===== src/rtl/register_file_pkg.sv =====
// Shared CPU constants for the integer register file: default geometry and
// the architectural index of the hard-wired zero register.
package register_file_pkg;

   localparam int RF_DATA_WIDTH = 32;
   localparam int RF_ADDR_WIDTH = 5;
   localparam int REG_ZERO      = 0;

   localparam int RF_NUM_REGS = 1 << RF_ADDR_WIDTH;

endpackage


===== src/rtl/register_file.sv =====
// RV32I-style integer register file: one write port and two combinational
// read ports. x0 is hard-wired to zero, and reset clears every register asynchronously.
module register_file
   import register_file_pkg::*;
#(
   parameter int DATA_WIDTH = RF_DATA_WIDTH,
   parameter int ADDR_WIDTH = RF_ADDR_WIDTH
) (
   input  logic                  clk,
   input  logic                  rst_n,
   input  logic [ADDR_WIDTH-1:0] read_reg1,
   input  logic [ADDR_WIDTH-1:0] read_reg2,
   input  logic [ADDR_WIDTH-1:0] write_reg,
   input  logic                  write_enable,
   input  logic [DATA_WIDTH-1:0] write_data,
   output logic [DATA_WIDTH-1:0] read_data1,
   output logic [DATA_WIDTH-1:0] read_data2
);

   localparam int                  NUM_REGS = 1 << ADDR_WIDTH;
   localparam logic [ADDR_WIDTH-1:0] ZERO_IDX = ADDR_WIDTH'(REG_ZERO);

   logic [NUM_REGS-1:0][DATA_WIDTH-1:0] regs_q;
   logic [NUM_REGS-1:0][DATA_WIDTH-1:0] regs_d;

   always_comb begin
      regs_d = regs_q;
      if (write_enable && (write_reg != ZERO_IDX)) begin
         regs_d[write_reg] = write_data;
      end
   end

   always_ff @(posedge clk or negedge rst_n) begin
      if (!rst_n) begin
         regs_q <= '0;
      end else begin
         regs_q <= regs_d;
      end
   end

   // Reads see only stored state: a same-cycle write becomes visible after the edge.
   always_comb begin
      read_data1 = (read_reg1 == ZERO_IDX) ? '0 : regs_q[read_reg1];
      read_data2 = (read_reg2 == ZERO_IDX) ? '0 : regs_q[read_reg2];
   end

endmodule


===== config.mk =====
export PLATFORM = sky130hd
export DESIGN_NAME = register_file
export DESIGN_NICKNAME = d
export VERILOG_FILES = /design/src/rtl/register_file_pkg.sv /design/src/rtl/register_file.sv
export SDC_FILE = /design/constraint.sdc
export NUM_CORES = 2
export LEC_CHECK = 0
export CORE_ASPECT_RATIO = 1.75
export CORE_MARGIN = 2
export CORE_UTILIZATION = 30
export DETAILED_ROUTE_END_ITERATION = 10
export GPL_ROUTABILITY_DRIVEN = 0
export GPL_TIMING_DRIVEN = 0
export PLACE_DENSITY = 0.5
export SKIP_LAST_GASP = 1
export SLEW_MARGIN = 0
export SYNTH_ARGS = -nofsm -noshare
export SYNTH_HDL_FRONTEND = slang
export SYNTH_SLANG_ARGS = --single-unit

===== constraint.sdc =====
create_clock -name clk -period 3.4 [get_ports clk]
set_clock_uncertainty 0.05 [all_clocks]
set_input_delay 0.85 -clock clk [delete_from_list [all_inputs] [get_ports clk]]
set_output_delay 0.85 -clock clk [all_outputs]
set_load 0.02 [all_outputs]

# [After elaboration in Yosys (flattened, before gate mapping)]
# Index checks and enable logic that the tools add are counted.
[classes] magnitude_cmp=4 n_reduce_logical=5 mul=0 n_mux=9 shift=0 n_bitwise=0 div=0 n_eq_ne=0 addsub=0
[ops] op="1024-bit bitwise mux" count=1
[ops] op="32-bit binary-select mux with 5-bit select" count=2
[ops] op="32-bit demux with 5-bit select" count=1
[ops] op="32-bit 2-to-1 mux" count=5
[ops] op="5-bit by 6-bit < comparator with 1-bit output, second input constant" count=3
[ops] op="5-bit zero test" count=2
[ops] op="5-bit by 1-bit greater-or-equal comparator with 1-bit output, second input constant" count=1
[ops] op="5-bit nonzero test" count=1
[ops] op="1-bit logical AND" count=2
[word_totals] latch_bits=0 wordCells=50 inputBits=50 ram_bits=0 memories=0 ff_bits=1024 romBits=0 out_inout_bits=64

# [Depth between registers and ports, before layout]
[depth] word_depth=5 ltp_mapped=7 mapped_depth_nobuf=4

# [Worst setup path after synthesis]
# No wires, ideal clock.
[synth_path] kind="input port to output port" from="input read_reg2[0]" to="output read_data2[11]" arrival_ns=2.416 t_required_ns=2.500 slack_ns=0.084 cell_stages=7 n_path_buf=4 cell_sequence="buf_4 inv_2 buf_2 buf_2 buf_2 o2111ai_1 a311oi_1"
[synth_between] elab_chain_cells=3 elab_cells_between_ends=4 cone_classes="mux (3); reduce/logical (1)"
[synth_lines] item="from (decl)" line="register_file.sv:12" source="input logic [ADDR_WIDTH-1:0] read_reg2,"
[synth_lines] item="32-bit binary-select mux with 5-bit select" line="register_file.sv:44" source="read_data2 = (read_reg2 == ZERO_IDX) ? '0 : regs_q[read_reg2];"
[synth_lines] item="32-bit 2-to-1 mux (not written as such)" line="register_file.sv:44"
[synth_lines] item="32-bit 2-to-1 mux *" line="register_file.sv:44"
[synth_lines] item="to (decl)" line="register_file.sv:17" source="output logic [DATA_WIDTH-1:0] read_data2"
# Mark *: on every way between the ends. The rest lies on a longest branch, timed or not. The select of a mux whose other input is x is not followed.

# [Final worst setup path]
[layout_path] from="input read_reg1[1]" to="output read_data1[8]"
[layout_between] elab_chain_cells=3 elab_cells_between_ends=4 cone_classes="mux (3); reduce/logical (1)"
[layout_lines] item="from (decl)" line="register_file.sv:11" source="input logic [ADDR_WIDTH-1:0] read_reg1,"
[layout_lines] item="32-bit binary-select mux with 5-bit select" line="register_file.sv:43" source="read_data1 = (read_reg1 == ZERO_IDX) ? '0 : regs_q[read_reg1];"
[layout_lines] item="32-bit 2-to-1 mux (not written as such)" line="register_file.sv:43"
[layout_lines] item="32-bit 2-to-1 mux *" line="register_file.sv:43"
[layout_lines] item="to (decl)" line="register_file.sv:16" source="output logic [DATA_WIDTH-1:0] read_data1,"
# Marks and branches as above.

==> impl_results.md <==
- Syn Nets: 3663
- Worst Path Arrival: 2.90 ns
- Detail Placement HPWL: 167000 microns
- Placed instance area: 59100 sq um
- P_sw: 0.0118 W
- Routed length per placed instance: 37.3 microns
- Final setup violation count: 64
- Final hold vios: 0
- RR Startpoint: regs_q[405]
- Largest register by flop count: regs_q
- YS warnings: 0
- DRC violation total after the first TritonRoute iteration: 3250
- Status: finished with violations
- Port-buffer cells: 105
- CP Launch Point: read_reg1[1]
- Post-route ant nets: 0
- Prevailing post-synth register cell: dfrtp_1
- Grt ovf: 0
- GR Util All Layers: 0.258
- DRC viols: 0
- IO Count: 114
- Critical Path RT: 2.50 ns
- Worst vdd ir: 431 uV
- Worst Hold Class: input port to async pin
- EDFF count, synth: 0
- Crit path largest cell delay: 0.51 ns
- Final worst slack: -0.396 ns
- First-pass GRT wire length: 331000 microns
- Share of cells above drive strength 1: 0.621
- Die height: 570 microns
- Combinational share of power: 0.260
- Synth top area share: 0.467
- Pint: 0.0269 W
- Largest cells by area after synthesis: dfrtp_1 (47%), mux2_2 (21%), mux4_2 (18%), mux2i_1 (2.3%), buf_2 (1.2%)
- Depth of the CTS H-tree: 3
- Clk_lat worst skew: 0.71 ns
- Area delta synth->final: 29.1%
- Net count reported at finish: 4116
- Failing checks: setup timing
- CP most frequent cell: buf_4
- Rows: 207
- Synth Instances: 3613
- Largest regs: regs_q: 1024 flops
- CP endpoint kind: output pin
- CTS Sinks: 1024
- Fin area: 70800 sq um
- Vias in the first global route: 39509
- CTS clock-pin slew for the worst setup and hold paths: 0.06 ns
- Crit path max fanout: 6
- Final core occ: 0.390
- Delay-heaviest family, CP: buffers and inverters
- Fin crit share: 1.12
- Number of vias per cell: 5.75
- Clock buffer depth: 3
- Via count: 37692
- Hold Worst Slack: 0.0660 ns
- Die ar.: 186000 sq um
- Final Non-Filler Cells: 6556
- Clock Power Share: 0.320
- Sw Ratio: 0.304
- Power Dens Cells: 546 nW/um^2
- DRT Wirelength: 244000 microns
- First-pass DRT Iterations: 5
- Max reg flops: 1024
- RSZ-0062 raised after global routing: true
- Slowest cell on the critical path: mux4_2
- Seq pwr share: 0.420
- Cell taking the most area after synthesis: dfrtp_1
- CTS Buf Count: 102
- Dpl ws: -2.95 ns
- Placed cells: 6128
- Yosys cell types: 36
- Crit path time final: 3.80 ns
- Post-Synthesis Cell Area: 54800 sq um
- CP cell instances: buf_16 -> buf_4 -> buf_6 -> buf_12 -> buf_8 -> mux4_2 -> a22oi_2 -> a311oi_2 -> buf_4
- Max cap viols: 0
- Die W: 327 microns
- CP Buf/Inv Count: 6
- LEAKAGE: 29.4 nW
- Largest net degree at the start of global routing: 178
- Syn avg cell area: 15.2 sq um
- Fin. max-slew vios: 0
- Antenna violations before repair: 7
- Achievable Freq: 263 MHz
- CTS tree: built
- Share of async-settable or async-resettable flops after synthesis: 1.00
- Yosys reg bits: 1024
- Initial Util: 0.302
- CORE AREA: 182000 sq um
- Clk root buf: clkbuf_16
- Worst-margin pin slew: 1.26 ns
- Slew HR: 0.163
- Critical path class: input port to output pin
- Register area share after synthesis: 0.467
- Setup crit start kind: input port
==> final timing paths <==
kind | to | slack (ns) | depth (start not counted)
max | read_data1[8] | -0.40 | 9
min | regs_q[905] | 0.07 | 2
max reg2reg | regs_q[405] | 2.53 | 1
min reg2reg | regs_q[12] | 0.42 | 1
max in group asynchronous | regs_q[494] | 0.71 | 5
min in group clk | regs_q[12] | 0.42 | 1
==> stage by stage <==
stage / setup TNS, ns / power [W]
after CTS: -13.98 / 0.0383
after global placement: - / 0.0243
after floorplan: 0 / 0.0213
after global routing: -15.68 / 0.0399
after detailed placement: -342.03 / 0.0246
final: -17.37 / 0.0387
==> power groups by stage <==
stage	clock network [W]	logic [W]	registers, W
6_report	0.0124	0.0101	0.0162
5_1_grt	0.0130	0.0104	0.0165
4_1_cts	0.0126	0.00961	0.0162
3_5_place_dp	0	0.00822	0.0164
3_3_place_gp	0	0.00800	0.0164
2_1_floorplan	0	0.00556	0.0157
==> layer usage <==
| metal | share of wire | wire length (microns) | track usage |
|---|---|---|---|
| met4 | 0.12 | 28400 | 0.242 |
| met3 | 0.054 | 13300 | 0.0380 |
| met2 | 0.48 | 116000 | 0.423 |
| met1 | 0.35 | 86300 | 0.288 |
| met5 | 0.00011 | 26 | 0 |
==> layout by cell type (no fill, tap or decap), types with 6 or more instances in the layout <==
master,n
a22oi_2,63
a211oi_2,6
mux2i_1,126
bufinv_16,14
buf_16,62
a311oi_4,43
a311oi_2,21
mux4_2,448
o21ai_4,18
mux2_1,39
mux2_2,1009
clkbuf_16,120
nand2_1,52
a221oi_2,17
clkbuf_8,27
nor2b_4,21
o21ai_1,43
nor2b_1,44
a221oi_1,24
o2111ai_4,18
a211oi_4,58
o21ai_2,47
clkdlybuf4s50_1,38
clkbuf_1,155
buf_8,35
buf_2,64
nor2_2,9
clkbuf_2,12
buf_6,99
nor2_1,9
clkinv_2,17
dfrtp_1,1024
diode_2,9
buf_4,195
mux2_4,8
buf_12,101
==> area by class of cell <==
class | count | area [sq um]
clock buffers | 143 | 2930
diodes | 9 | 22.5
repair buffers | 360 | 4580
multi-input cells | 2164 | 29900
well taps | 2403 | 3010
clock inverters | 39 | 578
plain buffers | 412 | 4170
fillers | 16798 | 111000
flip-flops and latches | 1024 | 25600
inverters | 2 | 7.51
==> cell usage after synthesis (4+ instances only) <==
| master | number |
|---|---|
| a311oi_1 | 64 |
| o21ai_0 | 29 |
| dfrtp_1 | 1024 |
| buf_6 | 48 |
| o21ai_1 | 81 |
| nor2_2 | 12 |
| a22oi_1 | 64 |
| mux2_1 | 39 |
| nor2b_1 | 66 |
| a211oi_1 | 64 |
| clkbuf_1 | 173 |
| o2111ai_1 | 18 |
| buf_4 | 65 |
| nand3b_1 | 4 |
| mux2_2 | 1017 |
| nor3b_1 | 4 |
| nand2_1 | 52 |
| nor2_1 | 11 |
| buf_2 | 135 |
| a221oi_1 | 46 |
| mux4_2 | 448 |
| mux2i_1 | 128 |
==> cells by family after synthesis <==
kind of cell	share of synthesized area
AOI/OAI and AO/OA	0.0480
buffers and inverters	0.0437
DFF	0.467
muxes	0.424
and+or+nand+nor	0.0167
==> timing repair <==
| item | CTS | global route |
|---|---|---|
| hold buffers | 1 | 0 |
| endpoints found under the hold margin | 57 | 0 |
| gates cloned | 27 | 13 |
| buffers inserted | 123 | 90 |
| pin swaps | 166 | 137 |
| endpoints found under the setup margin | 64 | 201 |
| resized for setup | 1261 | 215 |
(Power assumes the default switching activity.)
